==> config.mk <==
export PLATFORM = sky130hd
export DESIGN_NAME = ssd_debug_driver
export DESIGN_NICKNAME = d
export VERILOG_FILES = /design/src/rtl/ssd_debug_driver.sv
export SDC_FILE = /design/constraint.sdc
export NUM_CORES = 1
export LEC_CHECK = 0
export ABC_AREA = 1
export CAP_MARGIN = 10
export CORE_UTILIZATION = 45
export CTS_CLUSTER_SIZE = 28
export DETAILED_ROUTE_END_ITERATION = 8
export GPL_ROUTABILITY_DRIVEN = 0
export PLACE_DENSITY = 0.74
export RECOVER_POWER = 25
export SLEW_MARGIN = 40
export SYNTH_ARGS = -nofsm -noshare
export SYNTH_HDL_FRONTEND = slang
export SYNTH_SLANG_ARGS = --single-unit
==> constraint.sdc <==
create_clock -name clk -period 3.7 [get_ports clk]
set_input_delay 0.555 -clock clk [delete_from_list [all_inputs] [get_ports clk]]
set_output_delay 0.555 -clock clk [all_outputs]
set_load 0.02 [all_outputs]
==> src/rtl/ssd_debug_driver.sv <==
// Four-digit multiplexed seven-segment driver for datapath debug values.
// Shows a hex half-word or a saturated decimal value, with a free-running digit scan.
module ssd_debug_driver #(
  parameter int unsigned REFRESH_BITS = 18
) (
  input  logic        clk,
  input  logic        reset,
  input  logic [31:0] data_in,
  input  logic        mode_dec,
  input  logic        half_sel,
  output logic [3:0]  an_n,
  output logic [6:0]  seg_n,
  output logic        busy,
  output logic        ovf
);

  localparam int unsigned BIN_W   = 14;
  localparam int unsigned BCD_W   = 16;
  localparam int unsigned ITER_W  = 4;
  localparam int unsigned DEC_MAX = 9999;

  typedef enum logic [1:0] {IDLE, CONV, LATCH} state_t;

  state_t                  state_q;
  logic [ITER_W-1:0]       iter_q;
  logic [REFRESH_BITS-1:0] cnt_q;
  logic [31:0]             cap_data_q;
  logic                    cap_mode_q;
  logic                    cap_half_q;
  logic                    cap_ovf_q;
  logic [BIN_W-1:0]        bin_q;
  logic [BCD_W-1:0]        bcd_q;
  logic [15:0]             dig_q;
  logic [3:0]              blank_q;
  logic                    ovf_q;
  logic                    busy_q;
  logic [3:0]              an_q;
  logic [6:0]              seg_q;

  logic                    sat_c;
  logic [BIN_W-1:0]        operand_c;
  logic [BCD_W-1:0]        bcd_adj_c;
  logic [1:0]              idx_c;
  logic [3:0]              cur_dig_c;

  function automatic logic [6:0] glyph(input logic [3:0] v);
    case (v)
      4'h0: glyph = 7'b1000000;
      4'h1: glyph = 7'b1111001;
      4'h2: glyph = 7'b0100100;
      4'h3: glyph = 7'b0110000;
      4'h4: glyph = 7'b0011001;
      4'h5: glyph = 7'b0010010;
      4'h6: glyph = 7'b0000010;
      4'h7: glyph = 7'b1111000;
      4'h8: glyph = 7'b0000000;
      4'h9: glyph = 7'b0010000;
      4'hA: glyph = 7'b0001000;
      4'hB: glyph = 7'b0000011;
      4'hC: glyph = 7'b1000110;
      4'hD: glyph = 7'b0100001;
      4'hE: glyph = 7'b0000110;
      default: glyph = 7'b0001110;
    endcase
  endfunction

  // Decimal operand saturates at the largest four-digit value.
  always_comb begin
    sat_c     = data_in > 32'(DEC_MAX);
    operand_c = sat_c ? BIN_W'(DEC_MAX) : data_in[BIN_W-1:0];
  end

  // Add-3 correction applied to every BCD nibble of 5 or more before the shift.
  always_comb begin
    bcd_adj_c = bcd_q;
    for (int i = 0; i < 4; i++) begin
      if (bcd_q[i*4 +: 4] >= 4'd5) bcd_adj_c[i*4 +: 4] = bcd_q[i*4 +: 4] + 4'd3;
    end
  end

  always_comb begin
    idx_c     = cnt_q[REFRESH_BITS-1 -: 2];
    cur_dig_c = dig_q[{idx_c, 2'b00} +: 4];
  end

  always_ff @(posedge clk) begin
    if (reset) begin
      state_q    <= IDLE;
      iter_q     <= '0;
      cnt_q      <= '0;
      cap_data_q <= '0;
      cap_mode_q <= 1'b0;
      cap_half_q <= 1'b0;
      cap_ovf_q  <= 1'b0;
      bin_q      <= '0;
      bcd_q      <= '0;
      dig_q      <= '0;
      blank_q    <= '0;
      ovf_q      <= 1'b0;
      busy_q     <= 1'b0;
      an_q       <= 4'b1111;
      seg_q      <= 7'b1111111;
    end else begin
      cnt_q <= cnt_q + REFRESH_BITS'(1);
      an_q  <= ~(4'b0001 << idx_c);
      seg_q <= blank_q[idx_c] ? 7'b1111111 : glyph(cur_dig_c);

      case (state_q)
        IDLE: begin
          cap_data_q <= data_in;
          cap_mode_q <= mode_dec;
          cap_half_q <= half_sel;
          cap_ovf_q  <= mode_dec & sat_c;
          bin_q      <= operand_c;
          bcd_q      <= '0;
          iter_q     <= '0;
          busy_q     <= 1'b1;
          state_q    <= mode_dec ? CONV : LATCH;
        end
        CONV: begin
          bcd_q  <= {bcd_adj_c[BCD_W-2:0], bin_q[BIN_W-1]};
          bin_q  <= {bin_q[BIN_W-2:0], 1'b0};
          iter_q <= iter_q + 4'd1;
          if (iter_q == ITER_W'(BIN_W - 1)) state_q <= LATCH;
        end
        LATCH: begin
          if (cap_mode_q) begin
            dig_q      <= bcd_q;
            blank_q[3] <= bcd_q[15:12] == 4'd0;
            blank_q[2] <= bcd_q[15:8] == 8'd0;
            blank_q[1] <= bcd_q[15:4] == 12'd0;
            blank_q[0] <= 1'b0;
          end else begin
            dig_q   <= cap_half_q ? cap_data_q[31:16] : cap_data_q[15:0];
            blank_q <= '0;
          end
          ovf_q   <= cap_ovf_q;
          busy_q  <= 1'b0;
          state_q <= IDLE;
        end
        default: begin
          busy_q  <= 1'b0;
          state_q <= IDLE;
        end
      endcase
    end
  end

  assign an_n  = an_q;
  assign seg_n = seg_q;
  assign busy  = busy_q;
  assign ovf   = ovf_q;

endmodule

==> impl_results.md, run 1 <==
- Run status: finished with violations
- Violated checks: capacitance limit, slew limit
- Worst Tran Pin Value: 2.22 ns
- CTS Buf Count: 17
- Hold Crit Class: register to register
- Max Freq: 0.373 GHz
- Finished Cell Area: 6800 µm²
- Total core area: 12,100 µm²
- Largest family of logic cells by synthesized area: simple AND/OR/NAND/NOR gates
- Crit path cell chain: clkdlybuf4s50_1 -> clkbuf_1 -> o21ai_0
- Average via count per standard cell: 5.11
- Sequential share of the synthesized area: 42.9%
- Critical path peak fanout: 46
- Worst path max stage delay: 1.57 ns
- Pleak: 2.62 nW
- Startpoint Class: primary input
- Initial antenna violation count: 0
- Max_cap viols: 1
- Async SR Flop Fraction: 0%
- Syn. warnings: 0
- Top_reg_cell synth: dfxtp_1
- Final Hold Slack: 0.447 ns
- Vias in the first global route: 4,594
- Rel. slew slack: -47.8%
- Starting DRT DRC Count: 356
- Antenna cells: 0
- Initial DRT Pass Iterations: 7
- R2r worst-path depth: 6
- Number of gates resized after CTS: 0
- Clock Path Buffers: 2
- Die ar.: 13,000 µm²
- Worst endpoint data arrival time: 2.89 ns
- Cells after synthesis: 788
- Tcrit/Tclk final: 72.5%
- Worst Hold End: cnt_q[0]
- Worst hold stages: 1
- DIE HEIGHT: 114 µm
- Nets: 880
- Layout Cells excl Fill: 1,005
- DP Area: 6230 µm²
- Worst path slowest cell: clkbuf_1
- Critical path class: primary input to register
- Final Util: 56.1%
- Layout cell share with drive strength beyond 1: 6.21%
- Hpwl dp: 9.02 mm
- Setup TNS: 0 ns
- Detailed-route via count: 5,137
- TritonCTS clock tree: yes
- Xor and xnor area share after synthesis: 0.775%
- Layout area overhead: 20.4%
- Hold buffer count at cts: 0
- Clock Sinks: 121
- Req. time, crit path: 3.91 ns
- Largest net degree at the start of global routing: 50
- Synth Area in Compound Gates: 20.8%
- Hold Startpoint: cnt_q[0]
- Simple-gate share of the synthesized area: 21.3%
- Fill cell total of the finished layout: 1,134
- Final hold violations: 0
- Max VDD drop: 0.000265 V
- Final WL: 13.1 mm
- Setup violators final: 0
- Mapped Nets: 844
- Mean post-synth cell area: 7.17 µm²
- Netlist cell types: 35
- R2r startpoint: state_q[1]
- CTS root buf: clkbuf_16
- CTS clk-pin slew, worst paths: 0.05 ns
- Worst reg2reg path endpoint: dig_q[15]
- Max Slew Vio Count: 47
- ANT nets after route: 0
- Mapped Area: 5650 µm²
- Pwr dens: 533 nW/µm²
- First-pass GRT wire length: 21.8 mm
- EDFF count, synth: 0
- FP Rows: 40
- R2R setup slack: 1.57 ns
- Flops & latches, synth: 121
- Drt wl/cell: 13.1 µm
- Crit. End Element: register
- RSZ-0062 raised after global routing: no
- Dpl cells: 973
- Clk_skew: 0.00760 ns
- GRT overflow: 0
- Mux cell area share after synthesis: 0%
- Die width: 114 µm
- Initial core utilization: 46.6%
- Ports: 49
- Fin crit period: 2.68 ns
- Tot GR Track Use: 21.6%
- Insertion delay to the later sink of the worst-skew pair: 0.42 ns
- Setup bufs post-CTS: 0
- DRC errors left: 0
- Port Buffer Count: 48
- Adder-cell share of the synthesized area: 4.43%
- H-tree depth: 4
-- kinds of logic (layout without fill, tap and decap cells) --
logic type,Yosys count,in the layout
xor+xnor,5,5
compound gates,212,212
flops,121,121
simple gates,287,287
buf+inv,143,192
fa+ha+maj,20,20
-- state kept, by name, summed over array words and instances (netlist names), 4 cells and up --
register    count
bin_q          14
iter_q          4
bcd_q          16
an_n            4
seg_n           7
cnt_q          18
dig_q          16
cap_data_q     32
-- where the power goes --
| group | switching, mW | internal, mW | leakage (nW) |
|---|---|---|---|
| sequential | 0.0646 | 1.42 | 0.994 |
| combinational | 0.331 | 0.190 | 1.35 |
| clock | 0.573 | 1.04 | 0.275 |
| total | 0.968 | 2.65 | 2.62 |
-- Yosys cell counts (2+ instances only) --
cell	count	area, µm²
nand3_1	50	250
o21ai_0	84	420
o22ai_1	12	75.1
o211ai_1	9	67.6
a221oi_1	6	52.6
nand2_1	138	518
xor2_1	4	35.0
nand4_1	5	31.3
a211oi_1	2	15.0
nor2_1	76	285
nor2_2	5	31.3
a21oi_1	88	440
buf_2	8	40.0
ha_1	20	250
buf_1	4	15.0
inv_1	98	368
o21ai_1	5	25.0
nor3_2	2	20.0
inv_2	7	26.3
clkbuf_1	23	86.3
nor3_1	8	40.0
dfxtp_1	121	2420
-- worst max-delay path by stage --
stage / slack [ns] / end / start / depth (start not counted)
after global routing: 0.75 / state_q[0] / reset / 3
final: 1.02 / state_q[0] / reset / 3
after global placement: 1.48 / cap_ovf_q / data_in[31] / 9
after CTS: 1.68 / blank_q[1] / state_q[1] / 7
after detailed placement: 1.50 / cap_ovf_q / data_in[27] / 9
after floorplan: 2.15 / seg_n[3] / cnt_q[16] / 10
-- metrics by stage --
stage | power (mW) | setup WS [ns]
after global routing | 3.79 | 0.750
after detailed placement | 2.03 | 1.50
after global placement | 2.02 | 1.48
after floorplan | 1.85 | 2.15
after CTS | 3.64 | 1.68
final | 3.62 | 1.02
-- cells in the final DEF (no fill, tap or decap), types with 5 or more instances in the layout --
master           count
nand4_1              5
inv_2                7
nor2_1              75
dfxtp_1            120
a221oi_1             6
ha_1                20
nor3_1               8
o22ai_1             12
clkdlybuf4s50_1     48
clkbuf_16           17
nand2_1            138
o21ai_1              5
nor2_2               6
a21oi_1             88
nand3_1             50
clkbuf_1             8
o211ai_1             9
inv_1               98
o21ai_0             84
-- routing by layer --
metal  wire length [µm]  global-route usage (%)
met2               6220                    35.5
met4                189                    7.53
met5                  0                       0
met3                714                    5.47
met1               6010                    27.5
-- critical path: cells and delay by family --
| family | cells | cell delay [ns] |
|---|---|---|
| compound gates | 1 | 0.27 |
| buf+inv | 2 | 2.04 |
-- layout make-up --
class / instances / area [µm²] / area share (%)
clock buffers: 26 / 489 / 7.20
clock inverters: 6 / 88.8 / 1.31
inverters: 106 / 398 / 5.85
multi-input cells: 524 / 2670 / 39.3
flip-flops and latches: 121 / 2420 / 35.7
well taps: 168 / 210 / 3.09
repair buffers: 54 / 518 / 7.62
(Power assumes the default switching activity.)
==> run 2, diff against run 1 <==
==> constraint.sdc (replaced) <==
create_clock -name clk -period 2.7 [get_ports clk]
set_input_delay 0.405 -clock clk [delete_from_list [all_inputs] [get_ports clk]]
set_output_delay 0.405 -clock clk [all_outputs]
set_load 0.02 [all_outputs]
==> run 2 against run 1 <==
The run now ends clean. Clock power rose by 43%. Global-route usage rose by 0.35 points. Sequential share of layout area fell by 0.21 points. Via count fell by 1.1%. First-iteration DRC count fell by 13%. Non-clock buffer count rose by 3. Clock skew rose by 0.0013 ns. Worst setup slack got worse by 0.47 ns. Register-to-register slack got worse by 0.99 ns.
==> impl_results.md, run 2 (synthesis gave the netlist of run 1 again) <==
- Run status: completed
- Startpoint Class: primary input
- Max reg flops: 32
- Nets: 883
- Total core area: 12,100 µm²
- Max Slew Vio Count: 0
- Largest regs: cap_data_q: 32 flops, cnt_q: 18 flops
- Max Freq: 0.464 GHz
- Req. time, crit path: 3.04 ns
- Setup bufs post-CTS: 0
- Max VDD drop: 0.000430 V
- H-tree depth: 4
- Worst path slowest cell: clkbuf_1
- Clock Path Buffers: 2
- Sequential cell area: 2420 µm²
- Starting DRT DRC Count: 308
- ANT nets after route: 0
- Cell family with most CP delay: buffers and inverters
- DIE HEIGHT: 114 µm
- Max_cap viols: 0
- Switching power total: 1.32 mW
- Layout area overhead: 21.0%
- Clk_skew: 0.00885 ns
- CTS clk-pin slew, worst paths: 0.05 ns
- First-pass GRT wire length: 22.4 mm
- Final Hold Slack: 0.454 ns
- Area of the multi-input gates: 2670 µm²
- Power share of the clock group: 45.6%
- Setup TNS: 0 ns
- R2r worst-path depth: 5
- Worst path max stage delay: 0.69 ns
- Tcrit/Tclk final: 79.8%
- Commonest non-fill, non-tap cells in the layout: nand2_1, dfxtp_1, inv_1
- Crit path cell chain: dlygate4sd3_1 -> inv_1 -> clkbuf_1 -> o21ai_0 -> a21oi_1
- Layout Cells excl Fill: 1,007
- Pleak: 2.65 nW
- Tot GR Track Use: 21.9%
- R2R setup slack: 0.58 ns
- Antenna cells: 0
- Crit. End Element: register
- Number of gates resized after CTS: 0
- CTS Buf Count: 17
- Worst endpoint data arrival time: 2.49 ns
- Pre-CTS setup slack: 0.606 ns
- Worst reg2reg path endpoint: bin_q[12]
- Die ar.: 13,000 µm²
- Commonest non-fill, non-tap cell in the layout: nand2_1
- Worst Tran Pin Value: 1.04 ns
- Final WL: 13.2 mm
- Initial antenna violation count: 0
- Vias in the first global route: 4,687
- Die width: 114 µm
- Largest net degree at the start of global routing: 50
- Hold Startpoint: bin_q[0]
- Worst hold stages: 2
- Setup violators final: 0
- Ports: 49
- Layout cell share with drive strength beyond 1: 6.44%
- Hpwl dp: 9.24 mm
- Largest Register: cap_data_q
- DRC errors left: 0
- FP Rows: 40
- Switching fraction of total power: 26.0%
- Initial core utilization: 46.6%
- Port Buffer Count: 48
- Initial DRT Pass Iterations: 5
- Fin crit period: 2.15 ns
- Insertion delay to the later sink of the worst-skew pair: 0.41 ns
- Final hold violations: 0
- Setup ws final: 0.545 ns
- Detailed-route via count: 5,083
- Dpl cells: 976
- Drt wl/cell: 13.1 µm
- Power share of the combinational group: 14.5%
- Pwr dens: 741 nW/µm²
- Worst Hold End: bin_q[0]
- Rel. slew slack: 30.8%
- GRT overflow: 0
- Seq pwr share: 39.9%
- WP buf/inv: 3
- Average via count per standard cell: 5.05
- TritonCTS clock tree: yes
- RSZ-0062 raised after global routing: no
- Fill cell total of the finished layout: 1,148
- Hold Crit Class: register to register
- CTS root buf: clkbuf_16
- R2r startpoint: state_q[1]
- Power consumption: 5.06 mW
- Critical path peak fanout: 22
- Clock Sinks: 121
- Hold buffer count at cts: 0
- Critical path class: primary input to register
- Pint: 3.75 mW
[run 2: power groups by stage]
stage	registers [mW]	clock network (mW)	logic, mW
after floorplan	2.06	0	0.485
after global placement	2.05	0	0.723
after detailed placement	2.06	0	0.732
after CTS	2.02	2.33	0.737
after global routing	2.04	2.42	0.829
final	2.02	2.31	0.735
[run 2: worst max path at each step]
stage	startpoint	endpoint	slack, ns	depth (start not counted)
6_report	reset	cnt_q[3]	0.55	5
5_1_grt	state_q[1]	iter_q[3]	0.31	5
2_1_floorplan	cnt_q[16]	seg_n[3]	1.15	10
4_1_cts	state_q[1]	cap_data_q[6]	0.74	5
3_3_place_gp	data_in[15]	cap_ovf_q	0.64	9
3_5_place_dp	data_in[15]	cap_ovf_q	0.61	9
[run 2: layer usage]
| metal | global-route usage, % | wire [µm] | share of wire (%) |
|---|---|---|---|
| met1 | 28.6 | 6220 | 47 |
| met2 | 36.4 | 6220 | 47 |
| met3 | 4.94 | 626 | 4.7 |
| met4 | 6.23 | 136 | 1.0 |
| met5 | 0 | 0 | 0 |
[run 2: layout make-up]
class                   instances  share of cell area, %
inverters                     106                   5.82
multi-input cells             524                   39.0
well taps                     168                   3.08
clock buffers                  24                   7.20
flip-flops and latches        121                   35.4
clock inverters                 7                   1.68
repair buffers                 57                   7.74
[run 2: stage by stage]
step | cell area [µm²] | utilization [%]
floorplan | 5650 | -
global placement | 6250 | 51.6
detailed placement | 6250 | 51.6
CTS | 6860 | 56.6
global route | 6830 | 56.4
finish | 6830 | 56.4
[run 2: tightest hold or removal path: cells and delay by family (launching register included)]
| family | cells | cell delay [ns] |
|---|---|---|
| AOI/OAI and AO/OA | 1 | 0.05 |
| DFF | 1 | 0.30 |
| and+or+nand+nor | 1 | 0.05 |
